## config.mk

```make
export PLATFORM = sky130hd
export DESIGN_NAME = pipeline_chain_flat
export DESIGN_NICKNAME = d
export VERILOG_FILES = /design/src/rtl/pipeline_chain_if.sv /design/src/rtl/pipeline_chain.sv /design/src/flat_wrapper.sv
export SDC_FILE = /design/constraint.sdc
export NUM_CORES = 1
export LEC_CHECK = 0
export CAP_MARGIN = 25
export CORE_MARGIN = 10
export CORE_UTILIZATION = 45
export CTS_CLUSTER_DIAMETER = 200
export DETAILED_ROUTE_END_ITERATION = 6
export PLACE_DENSITY_LB_ADDON = 0.25
export SLEW_MARGIN = 20
export SYNTH_ARGS = -nofsm -noshare
export SYNTH_HDL_FRONTEND = slang
export SYNTH_SLANG_ARGS = --single-unit
```

## constraint.sdc

```tcl
create_clock -name CLK -period 1.04 [get_ports CLK]
set_clock_uncertainty 0.1 [all_clocks]
set_input_delay 0.208 -clock CLK [delete_from_list [all_inputs] [get_ports CLK]]
set_output_delay 0.208 -clock CLK [all_outputs]
set_load 0.05 [all_outputs]
```

## src/rtl/pipeline_chain_if.sv

```systemverilog
// Handshake bundle for pipeline_chain: the stage-0 input side and the retiring output side.
// The master modport belongs to the producer/consumer; the pipeline itself takes the slave modport.
interface pipeline_chain_if #(
  parameter int WIDTH = 32
) ();
  logic             in_valid;
  logic [WIDTH-1:0] in_data;
  logic             in_ready;
  logic             out_valid;
  logic [WIDTH-1:0] out_data;
  logic             out_fire;

  modport master (
    output in_valid, in_data,
    input  in_ready, out_valid, out_data, out_fire
  );

  modport slave (
    input  in_valid, in_data,
    output in_ready, out_valid, out_data, out_fire
  );
endinterface

```

## src/rtl/pipeline_chain.sv

```systemverilog
// DEPTH-stage valid/data pipeline with global enable, partial stall with bubble insertion and per-stage flush.
// Define PIPELINE_CHAIN_PERF_EN to build the saturating stall/bubble counters; otherwise they read 0.
module pipeline_chain #(
  parameter int WIDTH = 32,
  parameter int DEPTH = 4
) (
  input  logic             CLK,
  input  logic             nRST,
  input  logic             en,
  input  logic             stall,
  input  logic [2:0]       stall_at,
  input  logic [DEPTH-1:0] flush,
  input  logic             perf_clr,
  output logic [DEPTH-1:0] stage_valid,
  output logic [31:0]      stall_cnt,
  output logic [31:0]      bubble_cnt,
  pipeline_chain_if.slave  bus
);

  localparam logic [2:0] LAST = 3'(DEPTH - 1);

  if (DEPTH < 2 || DEPTH > 8) begin : g_depth_check
    $error("pipeline_chain: DEPTH must be in 2..8");
  end

  logic [2:0]       k;
  logic [DEPTH-1:0] v;
  logic [DEPTH-1:0] v_src;
  logic [DEPTH-1:0] hold;
  logic [DEPTH-1:0] bubble;
  logic [WIDTH-1:0] d     [DEPTH];
  logic [WIDTH-1:0] d_src [DEPTH];
  logic             last_held;

  // Stall boundaries beyond the last stage collapse onto it, freezing the whole chain.
  assign k = (stall_at > LAST) ? LAST : stall_at;

  always_comb begin
    v_src[0] = bus.in_valid;
    d_src[0] = bus.in_data;
    for (int i = 1; i < DEPTH; i++) begin
      v_src[i] = v[i-1];
      d_src[i] = d[i-1];
    end
  end

  always_comb begin
    hold   = '0;
    bubble = '0;
    for (int i = 0; i < DEPTH; i++) begin
      hold[i]   = ~en | (stall & (4'(i) <= {1'b0, k}));
      bubble[i] = en & stall & (4'(i) == ({1'b0, k} + 4'd1));
    end
  end

  // Flush wins over everything; the bubble stage still takes its source data, which is harmless with v=0.
  always_ff @(posedge CLK or negedge nRST) begin
    if (!nRST) begin
      v <= '0;
      for (int i = 0; i < DEPTH; i++) begin
        d[i] <= '0;
      end
    end else begin
      for (int i = 0; i < DEPTH; i++) begin
        if (flush[i] || bubble[i]) begin
          v[i] <= 1'b0;
        end else if (!hold[i]) begin
          v[i] <= v_src[i];
        end
        if (!hold[i]) begin
          d[i] <= d_src[i];
        end
      end
    end
  end

  assign last_held     = stall & (k == LAST);
  assign bus.in_ready  = en & ~stall;
  assign bus.out_valid = v[DEPTH-1];
  assign bus.out_data  = d[DEPTH-1];
  assign bus.out_fire  = en & v[DEPTH-1] & ~flush[DEPTH-1] & ~last_held;
  assign stage_valid   = v;

`ifdef PIPELINE_CHAIN_PERF_EN
  always_ff @(posedge CLK or negedge nRST) begin
    if (!nRST) begin
      stall_cnt  <= '0;
      bubble_cnt <= '0;
    end else if (perf_clr) begin
      stall_cnt  <= '0;
      bubble_cnt <= '0;
    end else begin
      if (en && stall && (stall_cnt != 32'hFFFF_FFFF)) begin
        stall_cnt <= stall_cnt + 32'd1;
      end
      if (en && !v[DEPTH-1] && (bubble_cnt != 32'hFFFF_FFFF)) begin
        bubble_cnt <= bubble_cnt + 32'd1;
      end
    end
  end
`else
  logic unused_perf;
  assign unused_perf = perf_clr;
  assign stall_cnt   = '0;
  assign bubble_cnt  = '0;
`endif

endmodule
```

## src/flat_wrapper.sv

```systemverilog
// flat-port wrapper written by rule: the top's interface ports become plain ports
module pipeline_chain_flat 
#(
  parameter int WIDTH = 32,
  parameter int DEPTH = 4
)
  (CLK, nRST, en, stall, stall_at, flush, perf_clr, stage_valid, stall_cnt, bubble_cnt, bus_in_valid, bus_in_data, bus_in_ready, bus_out_valid, bus_out_data, bus_out_fire);
  pipeline_chain_if #(.WIDTH(WIDTH)) bus_i ();
  input  logic CLK;
  input  logic nRST;
  input  logic en;
  input  logic stall;
  input  logic [2:0] stall_at;
  input  logic [DEPTH-1:0] flush;
  input  logic perf_clr;
  output logic [DEPTH-1:0] stage_valid;
  output logic [31:0] stall_cnt;
  output logic [31:0] bubble_cnt;
  input wire logic [$bits(bus_i.in_valid)-1:0] bus_in_valid;
  input wire logic [$bits(bus_i.in_data)-1:0] bus_in_data;
  output wire logic [$bits(bus_i.in_ready)-1:0] bus_in_ready;
  output wire logic [$bits(bus_i.out_valid)-1:0] bus_out_valid;
  output wire logic [$bits(bus_i.out_data)-1:0] bus_out_data;
  output wire logic [$bits(bus_i.out_fire)-1:0] bus_out_fire;
  assign bus_i.in_valid = bus_in_valid;
  assign bus_i.in_data = bus_in_data;
  assign bus_in_ready = bus_i.in_ready;
  assign bus_out_valid = bus_i.out_valid;
  assign bus_out_data = bus_i.out_data;
  assign bus_out_fire = bus_i.out_fire;
  pipeline_chain #(.WIDTH(WIDTH), .DEPTH(DEPTH)) u_core (.CLK(CLK), .nRST(nRST), .en(en), .stall(stall), .stall_at(stall_at), .flush(flush), .perf_clr(perf_clr), .stage_valid(stage_valid), .stall_cnt(stall_cnt), .bubble_cnt(bubble_cnt), .bus(bus_i));
endmodule
```

==> results.md, run 1 <==
* Outcome: finished, violations left
* Failing checks: negative setup slack
* Mapped Area at 5921 um^2
* Worst VDD drop at 1387 uV
* Setup violators final at 71
* Post-synth top area share at around 56%
* CP Buf/Inv Count at 2
* Drt via density at ~4.6
* DRT Pass-1 Iters at 4
* LEAKAGE at roughly 4 nW
* Final worst slack at -0.4195 ns
* Total wire length at between 10000 and 15000 um
* Die width at 134.7 um
* Req. time, crit path at 0.73 ns
* Fraction of layout instances using a drive strength above 1 at 55.41%
* Delay-heaviest family, CP: flip-flops
* Post-Syn Area per Cell at 14.88 um^2
* Fin crit share at 140.3%
* DRT iter0 DRCs at 91
* Worst setup SP type: flop
* CTS Buf Count at 17
* Area of the core at 12770 um^2
* Largest net degree at the start of global routing at 33
* Placed wire-length estimate at 8566 um
* # clock sinks at 132
* Diodes inserted at 0
* DR WL/cell at 17.78 um
* Post-synthesis cell type count at 26
* Yosys reg bits at between 100 and 150
* Longest Clk Path Bufs at 2
* CTS tree: done
* Worst R2R Setup Slack at -0.23 ns
* Initial Utilization at 46.35%
* # H-tree levels at 4
* Worst-path clk slew at 0.06 ns
* Ranking of synthesized cells by area: dfrtp_1, mux2_2, buf_4, mux2_4, buf_6
* All-Layer GR Usage at 14.82%
* Antenna violation net count after detailed routing at 0
* Min-Delay Path Class: in -> reg
* Worst path slowest cell: dfrtp_2
* Commonest non-fill, non-tap cell in the layout: dfrtp_1
* Port bufs at a little over 80
* CP max FO at 2
* Tmin final at 1.460 ns
* Most frequent cells in the layout: dfrtp_1, mux2_4, conb_1
* Area growth syn-to-layout at 45.14%
* Height of the die at 134.7 um
* Initial antenna violation count at 0
* Cells after synthesis at 398
* Total power draw at 0.02246 W
* First-pass GRT wire length at 20620 um
* Synth warn at 0
* Endpoint class of the critical path: primary output
* CP Class: reg -> out
* Row cnt at between 40 and 50
* Hold Vio Cnt, Final at 0
* Worst-skew pair later-pin latency at 0.42 ns
* Fin. max-slew vios at 0
* DIE AREA at 18150 um^2
* Cell taking the most area after synthesis: dfrtp_1
* Cells along the critical path: inv_2 > nor3_4 > buf_12
* Critical Path Max Stage Delay at roughly 0.37 ns
* Hold_ws at 0.03423 ns
* Sequential fraction of the synthesis area at 55.79%
* Clock root cell: clkbuf_16
* Fmax at 685.2 MHz
* Max-cap violations at 0
* GR Overflow Total at 0
* Gpl congestion at between 0.7 and 0.8
* Dpl ws at -0.9453 ns
* I/O pins at 148
* Fin nets at 577
* Vias at between 3000 and 4000
* Power per cell area at ~2600 nW/um^2
* Crit path DAT at 1.15 ns
* RSZ-0062 raised after global routing: true
* Drt drc at 0
* Vias in the first global route at 3709
## layout make-up
cell class | count | area (um^2)
Fill cell | 850 | 4180
Timing Repair Buffer | 163 | 2175
Clock buffer | 22 | 474.2
Clock inverter | 10 | 130.1
Inverter | 1 | 3.754
Sequential cell | 132 | 3309
Tap cell | 172 | 215.2
Multi-Input combinational cell | 217 | 2286
## worst reg2reg max path, cell delays in order, from the launching register on
cell and delay [ns]:
dfrtp_2 0.37, inv_2 0.05, buf_4 0.12, buf_4 0.12
a31o_4 0.20, a221oi_2 0.21
## where the power goes
part	leakage, nW	switching (W)	total (W)	internal (W)
sequential	1.56	0.00117	0.00780	0.00663
combinational	2.27	0.00375	0.00860	0.00485
clock	0.296	0.00213	0.00606	0.00393
total	4.12	0.00706	0.0225	0.0154
## flip-flops by register name, summed over array words and instances (netlist names)
| name | cells |
|---|---|
| u_core.d | 96 |
| u_core.bus.out_data | 32 |
| u_core.stage_valid | 4 |
## metrics by stage
| step | cells | util [%] | instance area (um^2) | setup TNS, ns |
|---|---|---|---|---|
| detailed placement | 636 | 58.06 | 7416 | -118.44 |
| finish | 717 | 67.27 | 8593 | -12.08 |
| CTS | 705 | 66.42 | 8484 | -13.42 |
| floorplan | 461 | - | 6484 | -16.36 |
| global route | 717 | 67.27 | 8593 | -13.85 |
| global placement | 636 | 58.06 | 7416 | -113.37 |
## repair_timing
action / in CTS / in global routing
endpoints found under the setup margin: 171 / 89
pin swaps: 5 / 3
setup buffers: 32 / 23
hold endpoints to repair: 132 / 0
hold buffers: 1 / 0
gates cloned: 5 / 0
gates resized for setup: 50 / 21
## kinds of logic (layout without fill, tap and decap cells)
kind of cell / Yosys count / count (layout) / synth area share (%)
other: 1 / 64 / 0.06334
flip-flops: 132 / 132 / 55.79
AND/OR/NAND/NOR: 15 / 15 / 1.606
AO/OA/AOI/OAI: 9 / 9 / 1.500
buffers and inverters: 112 / 196 / 14.62
multiplexers: 129 / 129 / 26.42
## path summary, 6_finish.rpt
path | start | to | cells after the start
max | u_core.stage_valid[3] | bus_out_fire | 3
min | stall_at[0] | u_core.stage_valid[2] | 3
max reg2reg | u_core.stage_valid[3] | u_core.stage_valid[3] | 5
min reg2reg | u_core.d[64] | u_core.d[32] | 1
max in group asynchronous | nRST | u_core.d[95] | 3
min in group asynchronous | nRST | u_core.d[93] | 2
## Yosys cell counts
library cell	instances
buf_4	100
inv_1	1
mux2_4	30
nand2_1	2
nand4_1	1
nor2b_1	2
a21bo_2	1
o21ai_2	1
dfrtp_1	132
nor2_1	2
nand2_2	1
buf_2	2
a41o_1	1
nor3_1	1
a221oi_2	1
a21oi_1	3
nand3b_1	1
nand3_2	2
a31o_2	1
mux2_2	98
nand3_1	1
buf_6	9
and3b_1	2
mux2i_1	1
conb_1	1
o31ai_4	1
## layer usage
layer	wire [um]	vias to the layer above	track usage [%]	share of wire, %
li1	-	1472	-	-
met1	5194	1674	17.05	41
met2	6447	109	23.88	51
met3	856	19	5.490	6.7
met4	248	0	7.134	1.9
met5	0	-	0	0
Note: power is estimated with default switching activity, not from simulation.
==> inputs of run 2 (changes only) <==
Settings changed: CORE_UTILIZATION 45 to 57, DONT_BUFFER_PORTS set to 1.
==> results.md, run 2 (same netlist as run 1, synthesis figures left out) <==
* Outcome: finished, violations left
* Failing checks: negative hold slack, negative setup slack
* I/O pins at 148
* CTS Buf Count at 17
* RSZ-0062 raised after global routing: true
* Worst VDD drop at 1377 uV
* DR WL/cell at 18.57 um
* Hold Vio Cnt, Final at 132
* GR Layer Usage met2 at 27.19%
* Drt drc at 0
* Worst-skew pair later-pin latency at 0.51 ns
* Area of the core at 10230 um^2
* Max FFs per register at 96
* Flop pwr share at roughly 36%
* Crit path DAT at ~1.3 ns
* Max-cap violations at 0
* GR Overflow Total at 0
* Gpl congestion at 0.6894
* Antenna violation net count after detailed routing at 0
* Worst R2R Setup Slack at -0.16 ns
* Initial Utilization at 57.87%
* Comb pwr share at between 30% and 40%
* Internal at 0.01504 W
* CP Class: reg -> out
* Critical Path Max Stage Delay at ~0.39 ns
* CP Buf/Inv Count at 2
* Endpoint class of the critical path: primary output
* Placed wire-length estimate at 7317 um
* Req. time, crit path at 0.73 ns
* Initial antenna violation count at 0
* Worst-path clk slew at 0.06 ns
* # clock sinks at 132
* # H-tree levels at 4
* Commonest non-fill, non-tap cell in the layout: dfrtp_1
* Setup violators final at 43
* Worst setup SP type: flop
* CTS tree: done
* Delay-heaviest family, CP: flip-flops
* Fillers at 572
* Clock root cell: clkbuf_8
* Die width at approximately 120 um
* Port bufs at 0
* LEAKAGE at 3.836 nW
* Most flops, register: u_core.d
* GRT Max-Usage Layer: met2
* CP max FO at 2
* Part of the power in the clock network at 27.3%
* Diodes inserted at 0
* Switch Pwr at 0.006795 W
* Dpl ws at -0.2977 ns
* Total wire length at roughly 12000 um
* Hold_ws at -0.7036 ns
* Min-Delay Path Class: in -> async
* Tmin final at 1.620 ns
* Sw frac at just over 30%
* Setup_tns at -14.24 ns
* Row cnt at 37
* First-pass GRT wire length at around 19000 um
* DIE AREA at 14860 um^2
* Drt via density at 4.801
* Most frequent cells in the layout: dfrtp_1, mux2_4, conb_1
* Largest net degree at the start of global routing at 133
* DRT iter0 DRCs at 113
* Vias at ~3100
* Final worst slack at -0.5798 ns
* All-Layer GR Usage at 16.21%
* Fmax at 617.4 MHz
* Worst path slowest cell: dfrtp_2
* DRT Pass-1 Iters at 4
* Vias in the first global route at 3451
* Worst R2R Start: u_core.stage_valid[0]
* Height of the die at 121.9 um
* Fin nets at 540
* Critical path launch point: u_core.stage_valid[3]
* Met3 Use GR at 6.753%
* Area growth syn-to-layout at 34.04%
* Fraction of layout instances using a drive strength above 1 at 50.59%
* Power per cell area at 2751 nW/um^2
* Longest Clk Path Bufs at 2
* Fin. max-slew vios at 0
* Fin crit share at 155.7%
* M1 GR Usage at 17.97%
* Cells along the critical path: inv_4 > nor3_4 > buf_6
[run 2: cell types whose count changed in the layout (fill, tap and decap cells not counted), sizes merged]
cell,before,now
clkinv,5,3
dlygate4sd3,1,42
dlymetal6s4s,0,1
bufinv,3,4
buf,125,83
clkbuf,22,20
clkinvlp,2,3
clkdlybuf4s50,37,0
[run 2: final timing paths]
check	end	cells past startpoint
setup / recovery	bus_out_fire	3
hold / removal	u_core.bus.out_data[27]	0
max in group asynchronous	u_core.stage_valid[2]	0
hold reg to reg	u_core.bus.out_data[27]	1
setup reg to reg	u_core.stage_valid[1]	4
min in group CLK	u_core.d[114]	3
[run 2: worst reg2reg max path, cell delays in order, from the launching register on]
cell and delay [ns]:
dfrtp_2 0.43, buf_6 0.12, buf_6 0.10, nand3b_1 0.16
and3b_1 0.18
[run 2: power groups by stage]
| stage | clock network, W | registers, W | logic (W) |
|---|---|---|---|
| finish | 0.00596 | 0.00777 | 0.00810 |
| global route | 0.00631 | 0.00797 | 0.00844 |
| floorplan | 0 | 0.00725 | 0.00572 |
| CTS | 0.00603 | 0.00776 | 0.00781 |
| detailed placement | 0 | 0.00785 | 0.00726 |
| global placement | 0 | 0.00775 | 0.00711 |
[run 2: metal layers]
metal  routed length [um]  share of wire, %
met1                 4589                38
met2                 6172                52
met3                 1048               8.8
met4                  110              0.92
met5                    0                 0
[run 2: timing repair]
item,in CTS,in global routing
endpoints found under the setup margin,40,77
resized for setup,8,10
setup buffers,19,16
hold endpoints to repair,186,134
pin swaps,2,1
hold buffers,41,2
[run 2: final cells by class]
cell class / count / area (um^2) / share of cell area, %
inverters: 1 / 6.256 / 0.07883
clock buffers: 20 / 435.4 / 5.486
repair buffers: 126 / 1589 / 20.02
flip-flops and latches: 132 / 3308 / 41.68
multi-input cells: 217 / 2270 / 28.60
clock inverters: 10 / 157.7 / 1.986
well taps: 136 / 170.2 / 2.144
[run 2: through the flow]
| stage | cells | power [W] | utilization (%) | cell area, um^2 |
|---|---|---|---|---|
| final | 642 | 0.02183 | 77.57 | 7936 |
| after global routing | 642 | 0.02271 | 77.57 | 7936 |
| after CTS | 627 | 0.02160 | 76.07 | 7782 |
| after detailed placement | 537 | 0.01511 | 64.52 | 6601 |
| after global placement | 537 | 0.01486 | 64.52 | 6601 |
| after floorplan | 461 | 0.01297 | - | 6484 |
==> inputs of run 3 (changes only) <==
Settings changed: CTS_CLUSTER_DIAMETER 200 to 60.
==> results of run 3 <==
No change in the layout: final DEF, timing and power equal those of run 2.
